**config.mk**
```make
export PLATFORM = sky130hd
export DESIGN_NAME = cd_upload_writer
export DESIGN_NICKNAME = d
export VERILOG_FILES = /design/src/rtl/cd_pkg.sv /design/src/rtl/cd_upload_fifo.sv /design/src/rtl/cd_upload_writer.sv
export SDC_FILE = /design/constraint.sdc
export NUM_CORES = 1
export LEC_CHECK = 0
export CAP_MARGIN = 30
export CORE_MARGIN = 10
export CORE_UTILIZATION = 40
export CTS_CLUSTER_SIZE = 20
export DETAILED_ROUTE_END_ITERATION = 10
export GPL_TIMING_DRIVEN = 0
export SYNTH_ARGS = -nofsm -noshare
export SYNTH_HDL_FRONTEND = slang
export SYNTH_SLANG_ARGS = --single-unit
```
**constraint.sdc**
```tcl
create_clock -name CLK_68KCLK -period 6.7 [get_ports CLK_68KCLK]
set_clock_uncertainty 0.1 [all_clocks]
set_input_delay 1.34 -clock CLK_68KCLK [delete_from_list [all_inputs] [get_ports CLK_68KCLK]]
set_output_delay 1.34 -clock CLK_68KCLK [all_outputs]
set_load 0.1 [all_outputs]
```
**src/rtl/cd_pkg.sv**
```systemverilog
// Shared definitions for the CD upload writer.
// Holds the area codes, the FIFO entry layout and the drain FSM states.
package cd_pkg;

  localparam logic [2:0] AREA_SPR = 3'd0;
  localparam logic [2:0] AREA_PCM = 3'd1;
  localparam logic [2:0] AREA_Z80 = 3'd4;
  localparam logic [2:0] AREA_FIX = 3'd5;

  typedef struct packed {
    logic [24:0] addr;
    logic [15:0] data;
    logic [1:0]  be;
  } cd_entry_t;

  localparam int ENTRY_W = $bits(cd_entry_t);

  typedef enum logic {
    ST_IDLE = 1'b0,
    ST_REQ  = 1'b1
  } drain_state_t;

endpackage

```
**src/rtl/cd_upload_fifo.sv**
```systemverilog
// Synchronous FIFO for upload write entries.
// A push is accepted while full when a pop happens in the same cycle.
module cd_upload_fifo
  import cd_pkg::*;
#(
  parameter int DEPTH = 8
) (
  input  logic                     clk,
  input  logic                     rst,
  input  logic                     push,
  input  logic [ENTRY_W-1:0]       wr_data,
  input  logic                     pop,
  output logic [ENTRY_W-1:0]       rd_data,
  output logic                     full,
  output logic                     empty,
  output logic [$clog2(DEPTH):0]   count
);

  localparam int AW = $clog2(DEPTH);
  localparam int CW = AW + 1;

  logic [ENTRY_W-1:0] mem [DEPTH];
  logic [AW-1:0]      wptr;
  logic [AW-1:0]      rptr;
  logic               do_push;
  logic               do_pop;

  assign full    = (count == CW'(DEPTH));
  assign empty   = (count == CW'(0));
  assign do_pop  = pop && !empty;
  assign do_push = push && (!full || do_pop);
  assign rd_data = mem[rptr];

  // Pointer and occupancy tracking.
  always_ff @(posedge clk) begin
    if (rst) begin
      wptr  <= AW'(0);
      rptr  <= AW'(0);
      count <= CW'(0);
    end else begin
      if (do_push) begin
        wptr <= wptr + AW'(1);
      end
      if (do_pop) begin
        rptr <= rptr + AW'(1);
      end
      count <= count + CW'(do_push) - CW'(do_pop);
    end
  end

  // Entry storage; contents are don't-care until written.
  always_ff @(posedge clk) begin
    if (do_push) begin
      mem[wptr] <= wr_data;
    end
  end

endmodule

```
**src/rtl/cd_upload_writer.sv**
```systemverilog
// Maps CD upload write strobes to flat memory byte addresses, queues them,
// and drains them to the memory controller over a req/ack handshake.
module cd_upload_writer
  import cd_pkg::*;
#(
  parameter int          FIFO_DEPTH = 8,
  parameter logic [24:0] SPR_BASE   = 25'h0000000,
  parameter logic [24:0] PCM_BASE   = 25'h0400000,
  parameter logic [24:0] Z80_BASE   = 25'h0500000,
  parameter logic [24:0] FIX_BASE   = 25'h0510000
) (
  input  logic        CLK_68KCLK,
  input  logic        RESET,
  input  logic        CD_TR_WR_SPR,
  input  logic        CD_TR_WR_PCM,
  input  logic        CD_TR_WR_Z80,
  input  logic        CD_TR_WR_FIX,
  input  logic [19:1] CD_TR_WR_ADDR,
  input  logic [15:0] CD_TR_WR_DATA,
  input  logic [1:0]  CD_BANK_SPR,
  input  logic        CD_BANK_PCM,
  output logic        MEM_REQ,
  input  logic        MEM_ACK,
  output logic [24:0] MEM_ADDR,
  output logic [15:0] MEM_DATA,
  output logic [1:0]  MEM_BE,
  output logic        BUSY,
  output logic        OVERFLOW,
  output logic        COLLISION
);

  localparam int CW = $clog2(FIFO_DEPTH) + 1;

  logic [2:0]         area;
  logic               push;
  logic [2:0]         n_strobes;
  logic               byte_wr;
  cd_entry_t          wr_entry;
  cd_entry_t          head;
  logic [ENTRY_W-1:0] head_raw;
  logic               fifo_full;
  logic               fifo_empty;
  logic [CW-1:0]      fifo_count;
  logic               pop;
  logic               push_acc;
  logic [CW-1:0]      count_next;

  drain_state_t state;
  drain_state_t state_next;
  logic         req_next;
  logic [24:0]  addr_next;
  logic [15:0]  data_next;
  logic [1:0]   be_next;
  logic         busy_next;

  assign push      = CD_TR_WR_SPR | CD_TR_WR_PCM | CD_TR_WR_Z80 | CD_TR_WR_FIX;
  assign n_strobes = {2'b00, CD_TR_WR_SPR} + {2'b00, CD_TR_WR_PCM}
                   + {2'b00, CD_TR_WR_Z80} + {2'b00, CD_TR_WR_FIX};

  // Strobe priority: SPR > PCM > Z80 > FIX.
  always_comb begin
    area = AREA_FIX;
    if (CD_TR_WR_SPR) begin
      area = AREA_SPR;
    end else if (CD_TR_WR_PCM) begin
      area = AREA_PCM;
    end else if (CD_TR_WR_Z80) begin
      area = AREA_Z80;
    end else begin
      area = AREA_FIX;
    end
  end

  // Address, lane and data mapping for the selected area.
  always_comb begin
    wr_entry.addr = 25'd0;
    wr_entry.data = CD_TR_WR_DATA;
    wr_entry.be   = 2'b11;
    byte_wr       = 1'b0;
    case (area)
      AREA_SPR: wr_entry.addr = SPR_BASE + {3'b000, CD_BANK_SPR, CD_TR_WR_ADDR, 1'b0};
      AREA_PCM: begin
        wr_entry.addr = PCM_BASE + {5'd0, CD_BANK_PCM, CD_TR_WR_ADDR};
        byte_wr       = 1'b1;
      end
      AREA_Z80: begin
        wr_entry.addr = Z80_BASE + {9'd0, CD_TR_WR_ADDR[16:1]};
        byte_wr       = 1'b1;
      end
      AREA_FIX: begin
        wr_entry.addr = FIX_BASE + {8'd0, CD_TR_WR_ADDR[17:1]};
        byte_wr       = 1'b1;
      end
      default: begin
        wr_entry.addr = 25'd0;
        byte_wr       = 1'b0;
      end
    endcase
    // Byte writes replicate the low byte; odd addresses land on the lower lane.
    if (byte_wr) begin
      wr_entry.data = {CD_TR_WR_DATA[7:0], CD_TR_WR_DATA[7:0]};
      wr_entry.be   = wr_entry.addr[0] ? 2'b01 : 2'b10;
    end else begin
      wr_entry.data = CD_TR_WR_DATA;
      wr_entry.be   = 2'b11;
    end
  end

  cd_upload_fifo #(
    .DEPTH (FIFO_DEPTH)
  ) u_fifo (
    .clk     (CLK_68KCLK),
    .rst     (RESET),
    .push    (push),
    .wr_data (wr_entry),
    .pop     (pop),
    .rd_data (head_raw),
    .full    (fifo_full),
    .empty   (fifo_empty),
    .count   (fifo_count)
  );

  assign head       = head_raw;
  assign push_acc   = push && (!fifo_full || pop);
  assign count_next = fifo_count + CW'(push_acc) - CW'(pop);

  // Drain FSM next state and output register loads.
  always_comb begin
    state_next = state;
    pop        = 1'b0;
    case (state)
      ST_IDLE: begin
        if (!fifo_empty) begin
          pop        = 1'b1;
          state_next = ST_REQ;
        end else begin
          state_next = ST_IDLE;
        end
      end
      ST_REQ: begin
        if (MEM_ACK && !fifo_empty) begin
          pop        = 1'b1;
          state_next = ST_REQ;
        end else if (MEM_ACK) begin
          state_next = ST_IDLE;
        end else begin
          state_next = ST_REQ;
        end
      end
      default: state_next = ST_IDLE;
    endcase

    if (pop) begin
      addr_next = head.addr;
      data_next = head.data;
      be_next   = head.be;
    end else begin
      addr_next = MEM_ADDR;
      data_next = MEM_DATA;
      be_next   = MEM_BE;
    end
    req_next  = (state_next == ST_REQ);
    busy_next = (count_next != CW'(0)) || req_next;
  end

  // State, output and sticky flag registers.
  always_ff @(posedge CLK_68KCLK) begin
    if (RESET) begin
      state     <= ST_IDLE;
      MEM_REQ   <= 1'b0;
      MEM_ADDR  <= 25'd0;
      MEM_DATA  <= 16'd0;
      MEM_BE    <= 2'b00;
      BUSY      <= 1'b0;
      OVERFLOW  <= 1'b0;
      COLLISION <= 1'b0;
    end else begin
      state     <= state_next;
      MEM_REQ   <= req_next;
      MEM_ADDR  <= addr_next;
      MEM_DATA  <= data_next;
      MEM_BE    <= be_next;
      BUSY      <= busy_next;
      OVERFLOW  <= OVERFLOW | (push && !push_acc);
      COLLISION <= COLLISION | (n_strobes > 3'd1);
    end
  end

endmodule

```
==> results of run 1 <==
metrics by stage:
step                      TNS (ps)  instances  instance area [µm²]
after global placement     -755410       1458                16550
after CTS                        0       1562                18350
after global routing             0       1563                18380
final                            0       1563                18380
after floorplan                  0        866                15040
after detailed placement         0       1487                17010
cell type report:
class | instances | area (µm²) | share of cell area
Inverter | 21 | 78.83 | 0.004289
Buffer | 53 | 372.9 | 0.02029
Tap cell | 504 | 630.6 | 0.03431
Clock inverter | 23 | 234.0 | 0.01273
Timing Repair Buffer | 118 | 1316 | 0.07162
Sequential cell | 383 | 10950 | 0.5959
Multi-Input combinational cell | 409 | 3686 | 0.2006
Clock buffer | 52 | 1109 | 0.06032
worst max-delay path, stage by stage:
cell      delay, ps
clkbuf_1        450
clkbuf_1        540
inv_1           300
ha_1            300
inv_1           100
or3_1           270
nand2_1         250
nor3_2          670
buf_8           240
buf_6           150
buf_6           160
state kept, by name (all words and copies together), names as in the netlist:
register,cells
state,1
COLLISION,1
OVERFLOW,1
u_fifo.mem,328
MEM_ADDR,23
MEM_DATA,16
u_fifo.count,4
u_fifo.wptr,3
u_fifo.rptr,3
MEM_BE,2
BUSY,1
layer usage:
| metal | GRT usage | share of wire |
|---|---|---|
| met5 | 0 | 0 |
| met4 | 0.03153 | 0.014 |
| met3 | 0.02789 | 0.051 |
| met2 | 0.2655 | 0.50 |
| met1 | 0.2031 | 0.44 |
power breakdown:
group / switching [µW] / total, µW / internal (µW)
Clock: 907 / 2240 / 1330
Sequential: 136 / 3180 / 3050
Combinational: 2020 / 3080 / 1060
worst min-delay path by stage:
stage	start	cells past startpoint	to	slack, ps
2_1_floorplan	u_fifo.wptr[1]$_SDFFE_PP0P_	2	u_fifo.wptr[1]$_SDFFE_PP0P_	430
3_3_place_gp	OVERFLOW$_SDFF_PP0_	2	OVERFLOW$_SDFF_PP0_	370
3_5_place_dp	COLLISION$_SDFF_PP0_	2	COLLISION$_SDFF_PP0_	370
4_1_cts	COLLISION$_SDFF_PP0_	2	COLLISION$_SDFF_PP0_	390
5_1_grt	COLLISION$_SDFF_PP0_	2	COLLISION$_SDFF_PP0_	410
6_report	MEM_DATA[1]$_SDFFE_PP0N_	2	MEM_DATA[1]$_SDFFE_PP0N_	390
logic make-up (layout without fill, tap and decap cells):
logic type	Yosys count	in the layout	synth area share
buffers and inverters	74	267	0.03006
XOR/XNOR	6	6	0.003497
AO/OA/AOI/OAI	107	107	0.04804
AND/OR/NAND/NOR	131	131	0.04022
multiplexers	146	146	0.1336
other	1	2	0.0002496
flip-flops	383	383	0.7287
adder cells (fa/ha/maj)	17	17	0.01565
placed cells by master (no fill, tap or decap), types with 5 or more instances in the layout:
cell type,Yosys,final
clkinv_1,0,8
nand2b_1,6,6
o22ai_1,41,41
xnor2_1,5,5
buf_6,10,30
edfxtp_1,328,328
buf_12,4,6
clkbuf_16,0,42
nand2_1,7,7
a211oi_1,42,42
mux4_2,40,40
mux2i_1,82,82
inv_1,20,20
nor2_1,56,53
mux2_2,23,23
a21oi_1,9,9
buf_2,18,18
ha_1,14,14
clkbuf_1,15,23
dfxtp_1,55,55
nor3_1,46,42
clkdlybuf4s50_1,0,88
==> qor.yml, run 1 <==
grt:
  grt.overflow.total: 0
  antenna_found_initial: 0
  grt_pass1_wl_um: 53270
  grt_max_degree: 24
  grt_pass1_vias: 8549
  grt_use_total: 0.1553
logic_synthesis:
  avgSynthCellArea_um2: 17.37
  synth-edff-count: 328
  synth_warnings: 0
  synth_largest_area_cell: "edfxtp_1"
  synth_commonest_cells: "edfxtp_1, mux2i_1, nor2_1"
  ys_async_sr_fraction: 0
  synth.distinct_cells: 45
  synthTopCellsByArea: "edfxtp_1, dfxtp_1, mux4_2"
  ys_seq_elements: 383
  synthFlopType: "edfxtp_1"
  synth_cells: 865
  synth_top_area_share: 0.6555
  yosysSeqAreaShare: 0.7287
  synth_area_um2: 15030
  yosysMostFrequentCell: "edfxtp_1"
route:
  num_vias: 8107
  drt-vias-per-instance: 5.187
  drc: 0
  firstDrtPassIters: 4
  routed_wl_um: 35190
  drtIter0Drc: 535
  ant_nets: 0
  detail_route.wl_per_cell_um: 22.52
placed_design:
  portBuffers: 88
  dp_hpwl_um: 23440
  gp_congestion: 0.7548
  pre_cts_slack_ps: 1384
clock_tree:
  postCtsSetupRepairBufs: 0
  numCtsBuffers: 41
  cts_sinks: 383
  cts_root_buffer: "clkbuf_16"
  htreeDepth: 2
  cts.repair.resized: 0
  cts_hold_buffers: 0
  clk_latency_ps: 530
  cts_tree: "done"
  clkTransAtPathRegs_ps: 60
  clk_path_buf_depth: 3
sta:
  worst_slew_pin_slew_ps: 1026
  relSlewSlack: 0.3139
  max_clock_freq_ghz: 0.2146
  drv_slew: 0
  setup_viol: 0
  fin_ws_ps: 2040
  fin_crit_ps: 4660
  hold_slack_ps: 387.2
  min_period_over_period: 0.6956
  hold_viol: 0
  rsz0062_at_grt: "false"
finish:
  n_fill_cell: 3048
  final_core_util: 0.4984
  areaGrowthSynthToFinish_pct: 22.30
  nets: 1089
  drive_gt1_frac: 0.1889
  n_antenna_cell: 0
critical_path:
  ff2ff_setup_slack_ps: 3410
  crit_start: "CD_TR_WR_SPR"
  timing.rr.end: "BUSY$_SDFF_PP0_"
  path_max_fanout: 10
  arrival_ps: 4790
  reg2reg_depth: 14
  crit_required_ps: 6830
  endpoint: "u_fifo.mem[1][26]$_DFFE_PP_"
  regToRegStartpoint: "u_fifo.count[2]$_SDFF_PP0_"
  critPathLaunchType: "input pin"
  path_class: "in2reg"
  cp-end-kind: "flip-flop"
die:
  die_h_um: 213.8
  start_util: 0.4075
  die_area_um2: 45720
  die_w_um: 213.8
  core_um2: 36870
  io_pins: 92
  rows: 70
power:
  p_per_area_nw_per_um2: 462.5
  peakVddDrop_mv: 0.3092
  power_uw: 8499
  leakage_uw: 0.006155
flow_run:
  maxCapViolations: 0
worst_hold_path:
  hold_class: "reg2reg"
status:
  outcome: "complete, no violations"
Note: power is estimated with default switching activity, not from simulation.
==> inputs of run 2 (changes only) <==
==> constraint.sdc (replaced) <==
create_clock -name CLK_68KCLK -period 4.3 [get_ports CLK_68KCLK]
set_clock_uncertainty 0.1 [all_clocks]
set_input_delay 0.86 -clock CLK_68KCLK [delete_from_list [all_inputs] [get_ports CLK_68KCLK]]
set_output_delay 0.86 -clock CLK_68KCLK [all_outputs]
set_load 0.1 [all_outputs]
==> run 2 against run 1 <==
- combinational power up 55%
- critical path depth down 2
- global-route usage down 0.33 points
- clock power up 62%
- sequential cell count unchanged
- via count down 0.57%
- largest cell class unchanged
- worst setup slack worse by 1700 ps
- design area up 0.32%
==> qor.yml, run 2 (synthesized netlist as in run 1, its figures left out) <==
power:
  switching_power_uw: 4753
  p_per_area_nw_per_um2: 724.9
  combinationalPowerShare: 0.358
  peakVddDrop_mv: 0.3539
  leakage_uw: 0.006147
  intPower_uw: 8612
  pwr-share-seq: 0.371
  clkPwrFrac: 0.271
  switching_share: 0.3556
sta:
  relSlewSlack: 0.3293
  hold_viol: 0
  fin_crit_ps: 3916
  worst_slew_pin_slew_ps: 1003
  fin_ws_ps: 383.6
  rsz0062_at_grt: "false"
  hold_slack_ps: 372.5
  min_period_over_period: 0.9108
  drv_slew: 0
  setup_viol: 0
  max_clock_freq_ghz: 0.2553
  tns_ps: 0
die:
  rows: 70
  io_pins: 92
  die_w_um: 213.8
  die_h_um: 213.8
  start_util: 0.4075
  die_area_um2: 45720
  core_um2: 36870
finish:
  drive_gt1_frac: 0.1832
  n_antenna_cell: 0
  regMostFlops: "u_fifo.mem"
  n_fill_cell: 3084
  final_core_util: 0.5000
  areaGrowthSynthToFinish_pct: 22.69
  largest_register_ff_count: 328
  final_cell_mix: "edfxtp_1, clkdlybuf4s50_1, mux2i_1, dfxtp_1, nor2_1"
  final_common_cell: "edfxtp_1"
  reg.largest.list: "u_fifo.mem: 328 flops, MEM_ADDR: 23 flops, MEM_DATA: 16 flops"
  nets: 1078
critical_path:
  ff2ff_setup_slack_ps: 970
  timing.rr.end: "BUSY$_SDFF_PP0_"
  cp_common_cell: "inv_1"
  cp_slowest_cell: "nor2_4"
  cpPeakStageDelay_ps: 860
  regToRegStartpoint: "u_fifo.count[2]$_SDFF_PP0_"
  cp-end-kind: "flip-flop"
  reg2reg_depth: 14
  path_max_fanout: 24
  arrival_ps: 4040
  crit_required_ps: 4430
  path_class: "in2reg"
  critPathLaunchType: "input pin"
  path_cells: "clkbuf_1, clkbuf_2, inv_1, ha_1, inv_1, or3_1, nand3_1, nor2_4, buf_12"
placed_design:
  portBuffers: 88
  dp_hpwl_um: 22500
  gp_congestion: 0.7250
  pre_cts_slack_ps: -478.4
grt:
  grt_use_total: 0.1519
  antenna_found_initial: 0
  grt_pass1_wl_um: 51870
  grt_pass1_vias: 8358
  grt_max_degree: 25
  grt.overflow.total: 0
clock_tree:
  clkTransAtPathRegs_ps: 60
  numCtsBuffers: 41
  cts_root_buffer: "clkbuf_16"
  htreeDepth: 2
  cts_sinks: 383
  clk_latency_ps: 530
  cts_tree: "done"
  clk_path_buf_depth: 3
worst_hold_path:
  hold_class: "reg2reg"
  hold_depth: 2
  worstHoldEndpoint: "COLLISION$_SDFF_PP0_"
  hp-start: "COLLISION$_SDFF_PP0_"
route:
  detail_route.wl_per_cell_um: 22.04
  drtIter0Drc: 613
  drt-vias-per-instance: 5.194
  num_vias: 8061
  drc: 0
  ant_nets: 0
  firstDrtPassIters: 5
  routed_wl_um: 34200
status:
  outcome: "complete, no violations"
flow_run:
  maxCapViolations: 0
-- run 2: worst max path at each step --
stage,start,end,slack [ps],cells after the start
after floorplan,CD_TR_WR_SPR,u_fifo.mem[7][0]$_DFFE_PP_,-200,8
after detailed placement,CD_TR_WR_SPR,u_fifo.mem[7][23]$_DFFE_PP_,-480,9
after global routing,CD_TR_WR_SPR,u_fifo.mem[7][18]$_DFFE_PP_,190,9
after global placement,CD_TR_WR_SPR,u_fifo.mem[6][24]$_DFFE_PP_,-2930,8
final,CD_TR_WR_SPR,u_fifo.mem[7][21]$_DFFE_PP_,380,9
after CTS,CD_TR_WR_SPR,u_fifo.mem[7][14]$_DFFE_PP_,90,9
-- run 2: layout make-up --
cell class	instances	area, µm²	area share
flip-flops and latches	383	10950	0.5940
multi-input cells	409	3711	0.2013
repair buffers	107	1282	0.06956
clock buffers	54	1125	0.06101
well taps	504	630.6	0.03420
plain buffers	53	374.1	0.02029
clock inverters	21	284.0	0.01541
inverters	21	78.83	0.004276
-- run 2: power groups by stage --
stage / Clock (µW) / Sequential [µW] / Combinational, µW
2_1_floorplan: 0 / 6120 / 2270
3_3_place_gp: 0 / 5060 / 4600
3_5_place_dp: 0 / 5040 / 4850
4_1_cts: 3690 / 4970 / 4870
5_1_grt: 3860 / 5010 / 5140
6_report: 3620 / 4960 / 4780
-- run 2: stage by stage --
step / cells / cell area (µm²) / total power, µW
final: 1552 / 18440 / 13360
after global routing: 1552 / 18440 / 14010
after CTS: 1552 / 18440 / 13530
after detailed placement: 1477 / 17030 / 9893
after global placement: 1458 / 16580 / 9663
after floorplan: 866 / 15070 / 8388
-- run 2: metal layers --
layer,vias up,global-route usage,wire [µm]
met3,48,0.02964,1736
met2,195,0.2501,16660
li1,3726,-,-
met5,-,0,0
met4,0,0.04204,647
met1,4092,0.2014,15150
-- run 2: repair_timing --
action | 4_1_cts | 5_1_grt
setup endpoints to repair | 0 | 47
gates resized for setup | 0 | 2
hold buffers | 0 | 0
setup buffers | 0 | 0
-- run 2: worst max-delay path, delay by kind of cell --
| kind | cells | cell delay [ps] |
|---|---|---|
| AND/OR/NAND/NOR | 3 | 1470 |
| buffers and inverters | 5 | 1420 |
| adder cells (fa/ha/maj) | 1 | 260 |
==> inputs of run 3 (changes only) <==
--- a/config.mk
+++ b/config.mk
@@ -5,12 +5,13 @@
 export SDC_FILE = /design/constraint.sdc
 export NUM_CORES = 1
 export LEC_CHECK = 0
-export CAP_MARGIN = 30
+export CAP_MARGIN = 20
 export CORE_MARGIN = 10
 export CORE_UTILIZATION = 40
 export CTS_CLUSTER_SIZE = 20
 export DETAILED_ROUTE_END_ITERATION = 10
 export GPL_TIMING_DRIVEN = 0
+export SETUP_SLACK_MARGIN = 0.5
 export SYNTH_ARGS = -nofsm -noshare
 export SYNTH_HDL_FRONTEND = slang
 export SYNTH_SLANG_ARGS = --single-unit
==> run 3 against run 2 <==
- worst setup slack better by 580 ps
- sequential share of layout area up 0.36 points
- hold slack better by 9.5 ps
- first-iteration DRC count down 4.4%
- clock power down 4%
- non-clock buffer count down 3
- count of clock-buffer cells in the layout up 12
- register-to-register slack about the same
- power down 1.5%
- design area down 0.60%
- largest cell class unchanged
==> qor.yml, run 3 (synthesized netlist as in run 1, its figures left out) <==
status:
  outcome: "complete, no violations"
placed_design:
  placed_cells: 1474
  portBuffers: 88
  dp_hpwl_um: 22710
  pre_cts_slack_ps: 377.5
  gp_congestion: 0.7391
critical_path:
  crit_start: "u_fifo.count[2]$_SDFF_PP0_"
  cp_slowest_cell: "or3b_1"
  cpPeakStageDelay_ps: 440
  critPathLaunchType: "flip-flop"
  arrival_ps: 3620
  cp_common_cell: "inv_1"
  cp-end-kind: "flip-flop"
  endpoint: "BUSY$_SDFF_PP0_"
  timing.rr.end: "BUSY$_SDFF_PP0_"
  path_class: "reg2reg"
  crit_required_ps: 4580
  regToRegStartpoint: "u_fifo.count[2]$_SDFF_PP0_"
  ff2ff_setup_slack_ps: 960
  reg2reg_depth: 14
  path_cells: "inv_1, ha_1, or3b_1, nand2_2, buf_2, inv_1, ha_1, inv_1, ha_1, inv_1, fa_1, xnor2_1, nor3b_1, a31oi_1"
  path_max_fanout: 10
die:
  rows: 70
  die_w_um: 213.8
  core_um2: 36870
  start_util: 0.4075
  io_pins: 92
  die_h_um: 213.8
  die_area_um2: 45720
finish:
  reg.largest.list: "u_fifo.mem: 328 flops, MEM_ADDR: 23 flops, MEM_DATA: 16 flops"
  largest_register_ff_count: 328
  nets: 1074
  n_antenna_cell: 0
  drive_gt1_frac: 0.1810
  final_cell_mix: "edfxtp_1, clkdlybuf4s50_1, mux2i_1, dfxtp_1, nor2_1"
  regMostFlops: "u_fifo.mem"
  final_cells: 1548
  n_fill_cell: 3107
  final_common_cell: "edfxtp_1"
  areaGrowthSynthToFinish_pct: 21.96
sta:
  setup_viol: 0
  relSlewSlack: 0.3252
  fin_ws_ps: 961.0
  fin_crit_ps: 3339
  drv_slew: 0
  rsz0062_at_grt: "false"
  hold_viol: 0
  max_clock_freq_ghz: 0.2995
  min_period_over_period: 0.7765
  worst_slew_pin_slew_ps: 1009
power:
  leakage_uw: 0.006098
  peakVddDrop_mv: 0.4331
  p_per_area_nw_per_um2: 718.4
grt:
  gr-usage-met2: 0.2548
  grt_pass1_wl_um: 53000
  grt-busiest-layer: "met2"
  grt_max_degree: 24
  grt_use_met1: 0.2055
  antenna_found_initial: 0
  grt_use_total: 0.1541
  grt.overflow.total: 0
  grt_pass1_vias: 8437
  grt_util_met3: 0.03052
clock_tree:
  clkTransAtPathRegs_ps: 60
  htreeDepth: 2
  postCtsSetupRepairBufs: 0
  cts_root_buffer: "clkbuf_16"
  clk_latency_ps: 520
  cts_tree: "done"
  cts_sinks: 383
  cts_hold_buffers: 0
  numCtsBuffers: 40
  cts.repair.resized: 0
  clk_path_buf_depth: 3
route:
  routed_wl_um: 34710
  detail_route.wl_per_cell_um: 22.42
  num_vias: 7995
  drtIter0Drc: 586
  drt-vias-per-instance: 5.165
  firstDrtPassIters: 5
  drc: 0
  ant_nets: 0
flow_run:
  maxCapViolations: 0
worst_hold_path:
  hold_class: "reg2reg"
## run 3: cell types whose count changed in the layout (fill, tap and decap cells not counted), moves of 2 or more
| cell | delta |
|---|---|
| bufinv_16 | -4 |
| clkbuf_1 | +5 |
| buf_16 | -2 |
| clkbuf_8 | +6 |
| clkinv_1 | -4 |
## run 3: how the worst min path moves through the flow
stage / startpoint / cells past startpoint / slack (ps) / to
finish: COLLISION$_SDFF_PP0_ / 2 / 380 / COLLISION$_SDFF_PP0_
global placement: COLLISION$_SDFF_PP0_ / 2 / 370 / COLLISION$_SDFF_PP0_
global route: MEM_DATA[4]$_SDFFE_PP0N_ / 2 / 410 / MEM_DATA[4]$_SDFFE_PP0N_
detailed placement: OVERFLOW$_SDFF_PP0_ / 2 / 370 / OVERFLOW$_SDFF_PP0_
CTS: COLLISION$_SDFF_PP0_ / 2 / 380 / COLLISION$_SDFF_PP0_
floorplan: u_fifo.wptr[1]$_SDFFE_PP0P_ / 2 / 480 / u_fifo.wptr[1]$_SDFFE_PP0P_
## run 3: cell type report
cell class / instances / area, µm² / share of cell area
clock inverter: 8 / 102.6 / 0.005598
inverter: 21 / 78.83 / 0.004301
buffer: 53 / 386.6 / 0.02110
clock buffer: 66 / 1241 / 0.06773
tap: 504 / 630.6 / 0.03441
sequential: 383 / 10950 / 0.5975
timing repair buffer: 104 / 1212 / 0.06616
multi-input combinational: 409 / 3724 / 0.2032
## run 3: power by group
group	switching, µW	internal [µW]
Combinational	3120	1610
Sequential	209	4750
Clock	1380	2090
Total	4710	8450
## run 3: worst max-delay path, delay by kind of cell (launching register included)
kind / cells / cell delay [ps]
fa+ha+maj: 4 / 990
xor+xnor: 1 / 130
compound gates: 1 / 120
flops: 1 / 290
buf+inv: 5 / 610
simple gates: 3 / 950
## run 3: layer usage
| metal | up-vias | routed length (µm) |
|---|---|---|
| met5 | - | 0 |
| met4 | 0 | 507 |
| met3 | 37 | 1776 |
| met2 | 185 | 17120 |
| met1 | 4073 | 15300 |
| li1 | 3700 | - |
## run 3: per-stage QoR
| stage | utilization | instance area [µm²] | total power [µW] | hold WS, ps | TNS, ps |
|---|---|---|---|---|---|
| 2_1_floorplan | - | 15120 | 8400 | 480.1 | 0 |
| 3_3_place_gp | 0.4512 | 16640 | 9660 | 365.5 | -213500 |
| 3_5_place_dp | 0.4606 | 16980 | 9845 | 371.6 | 0 |
| 4_1_cts | 0.4970 | 18330 | 13340 | 379.3 | 0 |
| 5_1_grt | 0.4970 | 18330 | 13820 | 405.4 | 0 |
| 6_report | 0.4970 | 18330 | 13170 | 382.0 | 0 |
